## src/rtl/mas_div_pkg.sv

```systemverilog
// rtl/mas_div_pkg.sv - shared widths and FSM states for the 64/32 restoring divider
package mas_div_pkg;

    localparam int DIVIDEND_W = 64;
    localparam int DIVISOR_W  = 32;
    localparam int STEPS      = 32;
    localparam int CNT_W      = 6;

    // {R[32:0], Q[31:0]} working register width
    localparam int RQ_W = DIVISOR_W + 1 + DIVISOR_W;

    typedef enum logic [1:0] {
        IDLE = 2'd0,
        CALC = 2'd1,
        FIN  = 2'd2
    } state_e;

endpackage

```

## src/rtl/mas_div_restoring_step.sv

```systemverilog
// rtl/mas_div_restoring_step.sv - one combinational restoring-division step on {R,Q}
import mas_div_pkg::*;

module mas_div_restoring_step (
    input  logic [RQ_W-1:0]      i_rq,
    input  logic [DIVISOR_W-1:0] i_d,
    output logic [RQ_W-1:0]      o_rq
);

    logic [RQ_W-1:0]    w_sh;
    logic [DIVISOR_W:0] w_t;

    assign w_sh = {i_rq[RQ_W-2:0], 1'b0};
    // R stays below D between steps, so the shifted R fits 33 bits and T[32] is a clean sign
    assign w_t  = w_sh[RQ_W-1:DIVISOR_W] - {1'b0, i_d};

    always_comb begin
        o_rq = w_sh;
        if (!w_t[DIVISOR_W]) begin
            o_rq = {w_t, w_sh[DIVISOR_W-1:1], 1'b1};
        end
    end

endmodule

```

## src/rtl/mas_div_restoring_64x32.sv

```systemverilog
// rtl/mas_div_restoring_64x32.sv - sequential 64/32 restoring divider; MAS_DIV_CHK_EN adds div-by-zero/overflow check
import mas_div_pkg::*;

module mas_div_restoring_64x32 (
    input  logic                  clk,
    input  logic                  rstn,
    input  logic                  start,
    input  logic [DIVIDEND_W-1:0] dividend,
    input  logic [DIVISOR_W-1:0]  divisor,
    output logic                  busy,
    output logic                  done,
    output logic [DIVISOR_W-1:0]  quo,
    output logic [DIVISOR_W-1:0]  rem,
    output logic                  err
);

    state_e                r_state;
    logic [CNT_W-1:0]      r_cnt;
    logic [RQ_W-1:0]       r_rq;
    logic [DIVISOR_W-1:0]  r_d;
    logic                  r_busy;
    logic                  r_done;
    logic [DIVISOR_W-1:0]  r_quo;
    logic [DIVISOR_W-1:0]  r_rem;
    logic [RQ_W-1:0]       w_rq_next;
    logic                  w_bad;

`ifdef MAS_DIV_CHK_EN
    logic r_err;
    logic r_ovf;

    // A quotient fits 32 bits only when the dividend's upper half is below the divisor
    assign w_bad = (divisor == '0) || (dividend[DIVIDEND_W-1:DIVISOR_W] >= divisor);
    assign err   = r_err;
`else
    assign w_bad = 1'b0;
    assign err   = 1'b0;
`endif

    mas_div_restoring_step u_step (
        .i_rq (r_rq),
        .i_d  (r_d),
        .o_rq (w_rq_next)
    );

    always_ff @(posedge clk or negedge rstn) begin
        if (!rstn) begin
            r_state <= IDLE;
            r_cnt   <= '0;
            r_rq    <= '0;
            r_d     <= '0;
            r_busy  <= 1'b0;
            r_done  <= 1'b0;
            r_quo   <= '0;
            r_rem   <= '0;
`ifdef MAS_DIV_CHK_EN
            r_err   <= 1'b0;
            r_ovf   <= 1'b0;
`endif
        end else begin
            r_done <= 1'b0;
            case (r_state)
                IDLE: begin
                    if (start) begin
                        r_rq    <= {1'b0, dividend};
                        r_d     <= divisor;
                        r_cnt   <= '0;
                        r_busy  <= 1'b1;
                        r_state <= w_bad ? FIN : CALC;
`ifdef MAS_DIV_CHK_EN
                        r_ovf   <= w_bad;
`endif
                    end else begin
                        r_busy <= 1'b0;
                    end
                end
                CALC: begin
                    r_rq  <= w_rq_next;
                    r_cnt <= r_cnt + 1'b1;
                    if (r_cnt == CNT_W'(STEPS - 1)) begin
                        r_state <= FIN;
                    end
                end
                FIN: begin
                    // busy stays high through the done cycle and drops on the following IDLE edge
                    r_done  <= 1'b1;
                    r_state <= IDLE;
`ifdef MAS_DIV_CHK_EN
                    if (r_ovf) begin
                        r_quo <= '1;
                        r_rem <= '0;
                        r_err <= 1'b1;
                    end else begin
                        r_quo <= r_rq[DIVISOR_W-1:0];
                        r_rem <= r_rq[RQ_W-2:DIVISOR_W];
                        r_err <= 1'b0;
                    end
`else
                    r_quo <= r_rq[DIVISOR_W-1:0];
                    r_rem <= r_rq[RQ_W-2:DIVISOR_W];
`endif
                end
                default: r_state <= IDLE;
            endcase
        end
    end

    assign busy = r_busy;
    assign done = r_done;
    assign quo  = r_quo;
    assign rem  = r_rem;

endmodule

```

## config.mk

```make
export PLATFORM = sky130hd
export DESIGN_NAME = mas_div_restoring_64x32
export DESIGN_NICKNAME = d
export VERILOG_FILES = /design/src/rtl/mas_div_pkg.sv /design/src/rtl/mas_div_restoring_step.sv /design/src/rtl/mas_div_restoring_64x32.sv
export SDC_FILE = /design/constraint.sdc
export NUM_CORES = 1
export LEC_CHECK = 0
export CAP_MARGIN = 25
export CORE_MARGIN = 2
export CORE_UTILIZATION = 40
export CTS_CLUSTER_DIAMETER = 100
export DETAILED_ROUTE_END_ITERATION = 7
export HOLD_SLACK_MARGIN = 0.15
export SYNTH_ARGS = -nofsm -noshare
export SYNTH_HDL_FRONTEND = slang
export SYNTH_SLANG_ARGS = --single-unit
```

## constraint.sdc

```tcl
create_clock -name clk -period 6.9 [get_ports clk]
set_input_delay 2.07 -clock clk [delete_from_list [all_inputs] [get_ports clk]]
set_output_delay 2.07 -clock clk [all_outputs]
set_load 0.01 [all_outputs]
```

==> metrics.txt <==
# TYPE chip_impl_metric gauge
chip_impl_metric{name="detail_route.vias_per_cell",unit=""} 5.30
chip_impl_metric{name="drt_first_iter_violations",unit=""} 399
chip_impl_metric{name="io_buffer_count",unit=""} 164
chip_impl_metric{name="syn2layout_area_growth",unit="%"} 27.4
chip_impl_metric{name="cap_violations",unit=""} 0
chip_impl_info{name="synth_ff_type",value="dfrtp_1"} 1
chip_impl_metric{name="pin_count_of_the_biggest_net_entering_global_routing",unit=""} 81
chip_impl_metric{name="clock_sinks",unit=""} 170
chip_impl_metric{name="mappedNetlistArea",unit="sq mm"} 0.00892
chip_impl_metric{name="floorplan.die.height",unit="um"} 153
chip_impl_metric{name="grt.total_usage",unit="%"} 19.7
chip_impl_info{name="critical_path.cell_chain",value="inv_1, ha_1, fa_1, nand2b_1, a21oi_1, o41a_1, o31a_4, a211oi_4, o41ai_4, xor2_4, nand3_1, a311oi_2"} 1
chip_impl_metric{name="first_global_vias",unit=""} 7180
chip_impl_metric{name="worstMarginPinSlew",unit="ns"} 0.990
chip_impl_metric{name="ys_warn_count",unit=""} 0
chip_impl_metric{name="via_count",unit=""} 7291
chip_impl_info{name="startpoint",value="r_rq[31]"} 1
chip_impl_metric{name="finalClockSkew",unit="ns"} 0.0109
chip_impl_metric{name="detail_route.first_pass.iterations",unit=""} 5
chip_impl_metric{name="number_of_nets_in_the_finished_design",unit=""} 1216
chip_impl_metric{name="dr_wl_met3",unit="um"} 950
chip_impl_metric{name="count_of_different_cell_masters_after_synthesis",unit=""} 57
chip_impl_metric{name="tns",unit="ns"} 0
chip_impl_info{name="setup_repair_after_global_routing_missed_its_margin",value="false"} 1
chip_impl_info{name="hold_class",value="flip-flop to flip-flop"} 1
chip_impl_metric{name="internal_power",unit="uW"} 2940
chip_impl_metric{name="grt_first_pass_wirelength",unit="um"} 37700
chip_impl_metric{name="ant_nets",unit=""} 0
chip_impl_info{name="crit_path_top_delay_cell",value="xor2_4"} 1
chip_impl_metric{name="cts_post_setup_buffers_inserted",unit=""} 0
chip_impl_metric{name="proportion_of_power_drawn_by_combinational_gates",unit="%"} 52.2
chip_impl_info{name="layout_common_cells",value="nand2_1 (205), dfrtp_1 (170), clkdlybuf4s50_1 (163)"} 1
chip_impl_metric{name="slowest_stage_delay_on_critical_path",unit="ns"} 0.81
chip_impl_metric{name="syn_avg_cell_area",unit="sq um"} 9.40
chip_impl_metric{name="post_cts.resized_instances",unit=""} 0
chip_impl_metric{name="gp_congestion",unit=""} 0.860
chip_impl_info{name="critPathKind",value="flip-flop to flip-flop"} 1
chip_impl_info{name="top_signal_layer_used",value="met5"} 1
chip_impl_info{name="tritoncts",value="yes"} 1
chip_impl_metric{name="share_seq_of_total_power",unit="%"} 29.3
chip_impl_metric{name="gr-total-overflow",unit=""} 0
chip_impl_metric{name="postSynthRegisterBits",unit=""} 170
chip_impl_metric{name="worst_skew_pair.late_latency",unit="ns"} 0.43
chip_impl_metric{name="core_area",unit="sq mm"} 0.0219
chip_impl_metric{name="max-slew-margin-rel",unit="%"} 33.9
chip_impl_info{name="rr_startpoint",value="r_rq[31]"} 1
chip_impl_metric{name="wl_met1",unit="um"} 11300
chip_impl_metric{name="report.final.hold_viol_count",unit=""} 0
chip_impl_info{name="root_buffer",value="clkbuf_16"} 1
chip_impl_metric{name="layout_min_cycle_time",unit="ns"} 4.02
chip_impl_metric{name="final-seq-area",unit="sq mm"} 0.00425
chip_impl_metric{name="n_antenna_cell",unit=""} 0
chip_impl_metric{name="crit_arrival",unit="ns"} 4.36
chip_impl_metric{name="worst-endpoint-required",unit="ns"} 7.23
chip_impl_metric{name="multiInputGateArea",unit="sq mm"} 0.00433
chip_impl_metric{name="cp_max_fo",unit=""} 31
chip_impl_metric{name="power.ir.vdd_worst",unit="mV"} 0.264
chip_impl_metric{name="setup_viol_count_final",unit=""} 0
chip_impl_metric{name="place.detailed.hpwl",unit="um"} 15300
chip_impl_info{name="hold_path.startpoint",value="rem[0]"} 1
chip_impl_metric{name="routed_wire_length_per_instance",unit="um"} 16.5
chip_impl_metric{name="power.net_switching",unit="uW"} 2250
chip_impl_info{name="mostFrequentLayoutCell",value="nand2_1"} 1
chip_impl_metric{name="netlist_instances",unit=""} 949
chip_impl_metric{name="finalWirelength",unit="um"} 22700
chip_impl_metric{name="power.static_leakage",unit="uW"} 0.00488
chip_impl_metric{name="clk_pin_slew",unit="ns"} 0.07
chip_impl_info{name="setup.worst_path.end_class",value="flip-flop"} 1
chip_impl_metric{name="postSynth.asyncResetShare",unit="%"} 100
chip_impl_metric{name="final.period_utilization",unit="%"} 58.3
chip_impl_metric{name="start_util",unit="%"} 40.8
chip_impl_metric{name="number_of_levels_the_h_tree_was_split_into",unit=""} 4
chip_impl_metric{name="fp-row-count",unit=""} 54
chip_impl_metric{name="swShare",unit="%"} 43.4
chip_impl_metric{name="die_width",unit="um"} 153
chip_impl_metric{name="cts-buffers-inserted",unit=""} 17
chip_impl_metric{name="seq_area_frac_synth",unit="%"} 47.7
chip_impl_metric{name="fill_cell_total_of_the_finished_layout",unit=""} 2077
chip_impl_metric{name="top_level_ports",unit=""} 166
chip_impl_metric{name="cellPowerDensity",unit="mW/mm^2"} 457
chip_impl_metric{name="synth_edf_count",unit=""} 0
chip_impl_metric{name="grt_antenna_before_repair",unit=""} 1
chip_impl_metric{name="floorplan.die_area",unit="sq mm"} 0.0235
chip_impl_info{name="worst_setup_path_start_kind",value="flip-flop"} 1
chip_impl_info{name="run_status",value="complete, no violations"} 1
chip_impl_metric{name="finalPower",unit="uW"} 5190
chip_impl_metric{name="fmax",unit="MHz"} 249
chip_impl_metric{name="synth_nets",unit=""} 1082
chip_impl_metric{name="routed-wl-met2",unit="um"} 10100
chip_impl_metric{name="power.share.clock",unit="%"} 18.4
chip_impl_metric{name="post_route_cells_drive_above_1_share",unit="%"} 11.2
chip_impl_metric{name="max-clock-path-buffers",unit=""} 2
chip_impl_metric{name="ctsHoldBuffers",unit=""} 0
chip_impl_metric{name="final_max_slew_viol_count",unit=""} 0
chip_impl_metric{name="drc",unit=""} 0
-- cell usage after synthesis (all sizes together), types with 3 or more instances --
master  instances  area (sq um)
dfrtp         170          4250
xnor2          17           156
nor3           12          60.1
a21o           11          82.6
and2            3          18.8
nand2         206           773
nand3           8          40.0
o41ai           3          45.1
o22ai          10          62.6
buf            20           101
a311oi         11           153
o21bai          5          37.5
o21ai          62           310
nor2           67           251
o211ai          3          22.5
inv            38           143
or3             5          31.3
o21a            6          45.0
nand4           7          43.8
nand2b         10          62.6
mux2           62           698
a21oi          35           175
a31oi          54           338
a211oi          3          35.0
ha             33           413
clkbuf         36           135
nor2b           5          31.3
xor2           11          96.3
and3           11          68.8
-- per-layer routing --
metal | vias to the layer above | track usage [%]
met3 | 23 | 3.57
met2 | 174 | 29.4
met4 | 2 | 5.90
met1 | 3533 | 29.2
li1 | 3559 | -
met5 | - | 0
-- metrics by stage --
stage               util (%)  cell area [sq um]  worst slack, ns  std cells  hold WS, ns
floorplan                  -               8920             3.69        949        0.450
global placement        49.2              10800             2.67       1344        0.466
detailed placement      49.2              10800             2.62       1344        0.471
CTS                     51.9              11400             2.84       1376        0.486
global route            51.9              11400             2.60       1376        0.502
finish                  51.9              11400             2.88       1376        0.482
-- registers in the layout, indices dropped and copies added, names as in the netlist --
signal and flops:
r_state 2, r_rq 64, rem 32, busy 1, r_d 32, r_cnt 6
done 1, quo 32
-- worst max-delay path, delay by kind of cell, from the launching register on --
family                     cells  cell delay [ns]
AOI/OAI and AO/OA              6             1.61
xor gates and xnor gates       1             0.81
adders and majority gates      2             0.63
and+or+nand+nor                2             0.42
DFF                            1             0.36
buffers and inverters          1             0.08
-- cell families (layout without fill, tap and decap cells) --
kind of cell    count (synthesis)  count (layout)  share of synthesized area (%)
mux                            64              64                           8.05
simple gates                  338             338                           15.8
xor+xnor                       28              28                           2.83
other cells                     1               1                         0.0420
flops                         170             170                           47.7
buf+inv                        94             241                           4.25
fa+ha+maj                      34              34                           4.85
compound gates                220             220                           16.5
-- worst paths after layout --
path | endpoint | slack (ns) | cells past startpoint
max in group asynchronous | rem[0] | 4.13 | 2
hold reg to reg | rem[0] | 0.48 | 2
min in group asynchronous | r_rq[38] | 1.68 | 1
setup reg to reg | r_rq[50] | 2.88 | 12
hold / removal | rem[0] | 0.48 | 2
setup / recovery | r_rq[50] | 2.88 | 12
-- power groups by stage --
| stage | combinational [uW] | clock [uW] | sequential [uW] |
|---|---|---|---|
| after CTS | 2720 | 977 | 1520 |
| after global placement | 2670 | 0 | 1540 |
| final | 2710 | 956 | 1520 |
| after floorplan | 2170 | 0 | 1460 |
| after detailed placement | 2700 | 0 | 1540 |
| after global routing | 3060 | 1020 | 1570 |
-- area by class of cell --
class	instances	share of cell area [%]
clock buffer	17	3.74
inverter	38	1.26
sequential	170	37.4
multi-input combinational	685	38.1
clock inverter	15	1.45
timing repair buffer	171	14.9
tap	280	3.08
Power figures use the tool's default switching activity.
